===== src/rtl/cache_mem_arbiter.sv =====
// rtl/cache_mem_arbiter.sv - I/D cache arbiter for the shared physical-memory line port
module cache_mem_arbiter #(
  parameter int ADDR_WIDTH = 16,
  parameter int LINE_WIDTH = 256,
  parameter int CNT_WIDTH  = 16
) (
  input  logic                  clk,
  input  logic                  reset_n,
  input  logic                  i_read,
  input  logic [ADDR_WIDTH-1:0] i_addr,
  output logic [LINE_WIDTH-1:0] i_rdata,
  output logic                  i_resp,
  input  logic                  d_read,
  input  logic                  d_write,
  input  logic [ADDR_WIDTH-1:0] d_addr,
  input  logic [LINE_WIDTH-1:0] d_wdata,
  output logic [LINE_WIDTH-1:0] d_rdata,
  output logic                  d_resp,
  output logic                  pmem_read,
  output logic                  pmem_write,
  output logic [ADDR_WIDTH-1:0] pmem_addr,
  output logic [LINE_WIDTH-1:0] pmem_wdata,
  input  logic [LINE_WIDTH-1:0] pmem_rdata,
  input  logic                  pmem_resp,
  output logic [CNT_WIDTH-1:0]  contention_cnt
);

  typedef enum logic [1:0] {
    IDLE    = 2'd0,
    SERVE_I = 2'd1,
    SERVE_D = 2'd2
  } state_t;

  state_t state;
  logic   last_served_d;
  logic   i_req;
  logic   d_req;

  assign i_req = i_read;
  assign d_req = d_read | d_write;

  always_ff @(posedge clk) begin
    if (!reset_n) begin
      state          <= IDLE;
      last_served_d  <= 1'b0;
      contention_cnt <= '0;
    end else begin
      case (state)
        IDLE: begin
          if (i_req && d_req) begin
            // Contention: hand the port to whoever did not go last.
            state <= last_served_d ? SERVE_I : SERVE_D;
            if (contention_cnt != {CNT_WIDTH{1'b1}})
              contention_cnt <= contention_cnt + CNT_WIDTH'(1);
          end else if (i_req) begin
            state <= SERVE_I;
          end else if (d_req) begin
            state <= SERVE_D;
          end
        end
        SERVE_I: begin
          if (pmem_resp) begin
            last_served_d <= 1'b0;
            state         <= IDLE;
          end
        end
        SERVE_D: begin
          if (pmem_resp) begin
            last_served_d <= 1'b1;
            state         <= IDLE;
          end
        end
        default: state <= IDLE;
      endcase
    end
  end

  // Strobes track the owner's live request lines; a reset cycle never completes a transaction.
  always_comb begin
    pmem_read  = 1'b0;
    pmem_write = 1'b0;
    pmem_addr  = '0;
    pmem_wdata = '0;
    i_resp     = 1'b0;
    d_resp     = 1'b0;
    case (state)
      SERVE_I: begin
        pmem_read = 1'b1;
        pmem_addr = i_addr;
        i_resp    = pmem_resp & reset_n;
      end
      SERVE_D: begin
        pmem_write = d_write;
        pmem_read  = d_read & ~d_write;
        pmem_addr  = d_addr;
        pmem_wdata = d_wdata;
        d_resp     = pmem_resp & reset_n;
      end
      default: ;
    endcase
  end

  assign i_rdata = pmem_rdata;
  assign d_rdata = pmem_rdata;

endmodule


===== config.mk =====
export PLATFORM = sky130hd
export DESIGN_NAME = cache_mem_arbiter
export DESIGN_NICKNAME = d
export VERILOG_FILES = /design/src/rtl/cache_mem_arbiter.sv
export SDC_FILE = /design/constraint.sdc
export NUM_CORES = 1
export LEC_CHECK = 0
export CORE_AREA = 2 2 524 526
export DETAILED_ROUTE_END_ITERATION = 10
export DIE_AREA = 0 0 526 528
export MAX_ROUTING_LAYER = met4
export PLACE_DENSITY = 0.3
export SLEW_MARGIN = 30
export SYNTH_ARGS = -nofsm -noshare
export SYNTH_HDL_FRONTEND = slang
export SYNTH_SLANG_ARGS = --single-unit

===== constraint.sdc =====
create_clock -name clk -period 2.6 [get_ports clk]
set_input_delay 0.26 -clock clk [delete_from_list [all_inputs] [get_ports clk]]
set_output_delay 0.26 -clock clk [all_outputs]
set_load 0.01 [all_outputs]

## Word level (Yosys, flattened, before mapping)

Cells that the tools add are included.

| operators by class | value |
|---|---|
| bitwise operators | 4 |
| reduce and logical (&&, ||, !) cells | 7 |
| $add $sub $neg | 1 |
| mux-type cells | 15 |
| equality and inequality tests | 7 |

Operator list:

| operator | count |
|---|---|
| two-way mux 256 bit | 1 |
| case mux 16 bit (2 select lines) | 1 |
| adder 16 x 1 -> 16 bit (second input constant) | 1 |
| inequality test 16 bit (second input constant) | 1 |
| two-way mux 2 bit | 5 |
| AND reduction 3 bit | 2 |
| two-way mux 1 bit | 5 |
| inequality test 2 bit (second input constant) | 2 |
| inequality test 4 bit (second input constant) | 1 |
| case mux 1 bit (2 select lines) | 2 |
| case mux 2 bit (2 select lines) | 1 |
| AND 1 bit | 2 |
| equality test 2 x 1 -> 1 bit (second input constant) | 1 |
| equality test 2 bit (second input constant) | 1 |
| logical NOT 2 bit | 1 |
| inequality test 2 x 1 -> 1 bit (second input constant) | 1 |
| AND reduction 2 bit | 1 |
| nonzero test 2 bit | 1 |
| OR reduction 2 bit | 1 |
| logical AND 1 bit | 1 |
| NOT 1 bit | 1 |
| OR 1 bit | 1 |

| storage, ports and cells | value |
|---|---|
| bits of input ports | 550 |
| output and inout bits | 804 |
| bits in registers | 19 |
| word-level logic and storage cells | 37 |

## Longest topological paths before layout

| depth | value |
|---|---|
| word-level depth | 5 |
| gate-level depth with buffers | 7 |
| mapped depth without buffers | 6 |

## Worst setup path before layout

Ideal clock, no wire load.

| timing | value |
|---|---|
| path type | reg-to-reg |
| from | reg contention_cnt[0] |
| to | reg contention_cnt[12] |
| setup slack | 0.617 ns |
| clock period less this slack | 1.983 ns |
| setup time | 0.070 ns |
| cell stages (with the launch flop) | 6 |
| data arrival time | 1.912 ns |
| data required time | 2.530 ns |
| cell sequence | dfxtp_1 -> ha_1 -> nand3_2 -> or4_4 -> or4_1 -> a21oi_1 |

| between the ends | value |
|---|---|
| word-level cells in the longest chain between the ends | 2 |
| elaborated cells between the ends (all ways) | 3 |
| classes of those cells | add/sub: 1; eq/ne: 1; reduce/logical: 1 |

Ends and longest elaborated chain:

| item | RTL line | RTL |
|---|---|---|
| start: declaration | 25 | `output logic [CNT_WIDTH-1:0] contention_cnt` |
| start signal: assignment | 54 | `contention_cnt <= contention_cnt + CNT_WIDTH'(1);` |
| branches (longest 2 deep; another with adder 16 x 1 -> 16 bit) | - |  |

Several ways; the timed one is not identified.
A chain may end at the register's enable or synchronous reset.

## Worst setup path after layout

| timing | value |
|---|---|
| from | reg state[0] |
| to | out pmem_wdata[19] |

| between the ends | value |
|---|---|
| word-level cells in the longest chain between the ends | 2 |

Ends and longest elaborated chain:

| item | RTL line | RTL |
|---|---|---|
| start: declaration | 34 | `state_t state;` |
| start signal: assignment | 52 | `state <= last_served_d ? SERVE_I : SERVE_D;` |
| equality test 2 bit | 86 | `case (state)` |
| two-way mux 256 bit | 86 |  |
| end: declaration | 22 | `output logic [LINE_WIDTH-1:0] pmem_wdata,` |

Every way passes these cells.

==> qor.yml <==
io_buffers: 585
outcome: "finished clean"
layout_commonest_cell: "clkdlybuf4s50_1"
worstPathRequired_ps: 2340
areaGrowthSynthToFinish_pct: 102
final_layout_size_suffix_gt1_share_pct: 11.2
core-area_mm2: 0.272
muxShareOfSynthArea_pct: 0.146
die_area_mm2: 0.278
setup_slack_ps: 71.2
grt_remaining_overflow: 0
synth-xor-area-share_pct: 0
num_vias: 7171
synth-simple-area-share_pct: 29.5
antenna_found_initial: 132
hold_viol: 0
final_nets: 1575
synth-edff-count: 0
maxCapViolations: 0
fin_crit_sh_pct: 97.3
clock-root-buffer: "clkbuf_16"
setup_tns_ps: 0
antenna_left: 0
yosysTopAreaCellShare_pct: 56.2
powerDensity_mw_per_mm2: 287
syn-num-nets: 1512
ys_seq_area_share_pct: 5.56
place_ws_ps: 241
wl_per_cell_um: 35.1
worst-path-max-fanout: 32
first_iter_violations: 352
htreeDepth: 1
rsz0062_at_grt: "no"
leakagePower_nw: 3.69
cp-endpoint: "pmem_wdata[19]"
grt_pass1_vias: 7036
reg2reg_from: "contention_cnt[0]"
finalCriticalPeriod_ps: 2530
r2r-end: "contention_cnt[11]"
rows: 192
synth_area_mm2: 0.00684
ys.flop_type: "dfxtp_1"
ys_types: 36
drc: 0
insertion_delay_ps: 250
hpwl_um: 154000
clock-sinks: 19
ir_drop_mv: 0.170
cts_tree: "built"
hold_buffers: 0
critPathLaunchType: "flop"
place_congestion: 1.02
async_reset_ff_share_pct: 0
final_util_pct: 5.06
synthAdderAreaFrac_pct: 0.732
synth_top_cell_by_area: "buf_4"
cp-startpoint: "state[0]"
crit_arrival_ps: 2270
final_cell_mix: "505 x clkdlybuf4s50_1, 257 x and2_1, 64 x buf_4, 32 x buf_12, 19 x dfxtp_1"
postSynthAreaPerCell_um2: 7.13
drv_slew: 0
whs_ps: 512
drt_wl_total_um: 163000
slew_headroom_pct: 40.1
synth_top_family_by_area: "buffers and inverters"
clk_pin_slew_ps: 60
grt_usage_pct: 11.5
setup_viol: 0
hp-class: "reg -> reg"
yosysWarnings: 0
skew_ps: 6.36
die_width_um: 526
fmax_mhz: 395
timing.reg2reg.setup_slack_ps: 330
io_pins: 1354
cts_buffer_depth: 2
drt_first_pass_iters: 5
via_per_inst: 1.55
grt_first_pass_wirelength_um: 180000
synth_seq_cells: 19
worstSetupPathType: "reg -> out"
start_util_pct: 2.51
worst_pin_slew_ps: 888
cts_buffers: 3
grt_max_degree: 78
synth_compound_area_share_pct: 5.40
dieHeight_um: 528
r2r_cells: 6
synth_area_leaders: "buf_4 56%, and2_1 24%, dfxtp_1 5.6%"
end_kind: "output pin"
syn_inst: 958
-- worst max-delay path: stages (launching register included) --
cell             delay [ps]
dfxtp_1                 330
inv_1                   140
ha_4                    200
buf_12                  170
buf_16                  190
and2_1                  310
clkdlybuf4s50_1         610
-- metal layers --
layer	vias up	GRT usage (%)	part of all wire [%]
met5	-	-	0
li1	2626	-	-
met2	1072	17.8	44
met4	0	3.83	4.6
met1	2928	8.92	27
met3	545	12.1	24
-- repair_timing --
item,CTS,global route
pin swaps,1,0
buffers inserted,3,0
cloned,1,0
endpoints found under the setup margin,14,10
resized for setup,1,5
-- report_power, final --
group          switching, mW  total (mW)  leakage [nW]  internal, mW
clock                  0.117       0.326        0.0383         0.209
combinational           1.76        3.32          3.49          1.56
sequential            0.0107       0.311         0.154         0.300
-- state kept, by name (all words and copies together), names as in the netlist --
register	cells
last_served_d	1
state	2
contention_cnt	16
-- final cells by class --
cell class | instances | area [µm²]
fill | 32300 | 259000
timing repair buffer | 607 | 6290
tap | 3589 | 4490
multi-input combinational | 383 | 2460
sequential | 19 | 380
clock buffer | 4 | 78.8
antenna | 22 | 55.1
inverter | 7 | 26.3
-- how the worst min path moves through the flow --
| stage | slack, ps | cells past startpoint | start | to |
|---|---|---|---|---|
| after floorplan | 410 | 2 | reset_n | contention_cnt[8] |
| after CTS | 520 | 2 | contention_cnt[14] | contention_cnt[14] |
| after global routing | 520 | 0 | pmem_rdata[211] | d_rdata[211] |
| after global placement | 500 | 2 | contention_cnt[14] | contention_cnt[14] |
| final | 510 | 2 | contention_cnt[14] | contention_cnt[14] |
| after detailed placement | 500 | 2 | contention_cnt[14] | contention_cnt[14] |
-- stage by stage --
stage	instances	power [mW]	cell area [µm²]
3_3_place_gp	4601	3.73	13600
2_1_floorplan	958	1.93	6840
3_5_place_dp	4601	3.69	13600
4_1_cts	4609	4.13	13700
5_1_grt	4616	4.22	13700
6_report	4631	3.96	13800
-- synth_stat cells, drive strengths merged, types with 2 or more instances --
library cell  instances
nor2                  3
nand2b                3
nor2b                16
a21oi                17
ha                    4
o31ai                 8
o21a                  2
nand4                 6
nor4                  2
buf                 514
clkbuf               35
nand3                 5
or3                   6
dfxtp                19
a22oi                17
and2                257
nand2                 8
and3                  4
or4                   9
o21ai                 8
clkinv                2
inv                   5
-- cell families (layout without fill, tap and decap cells) --
logic type,Yosys count,count (layout)
AND/OR/NAND/NOR,322,322
AO/OA/AOI/OAI,56,56
buffers and inverters,556,618
multiplexers,1,1
flip-flops,19,19
adder cells (fa/ha/maj),4,4
other,0,22
Power figures use the tool's default switching activity.
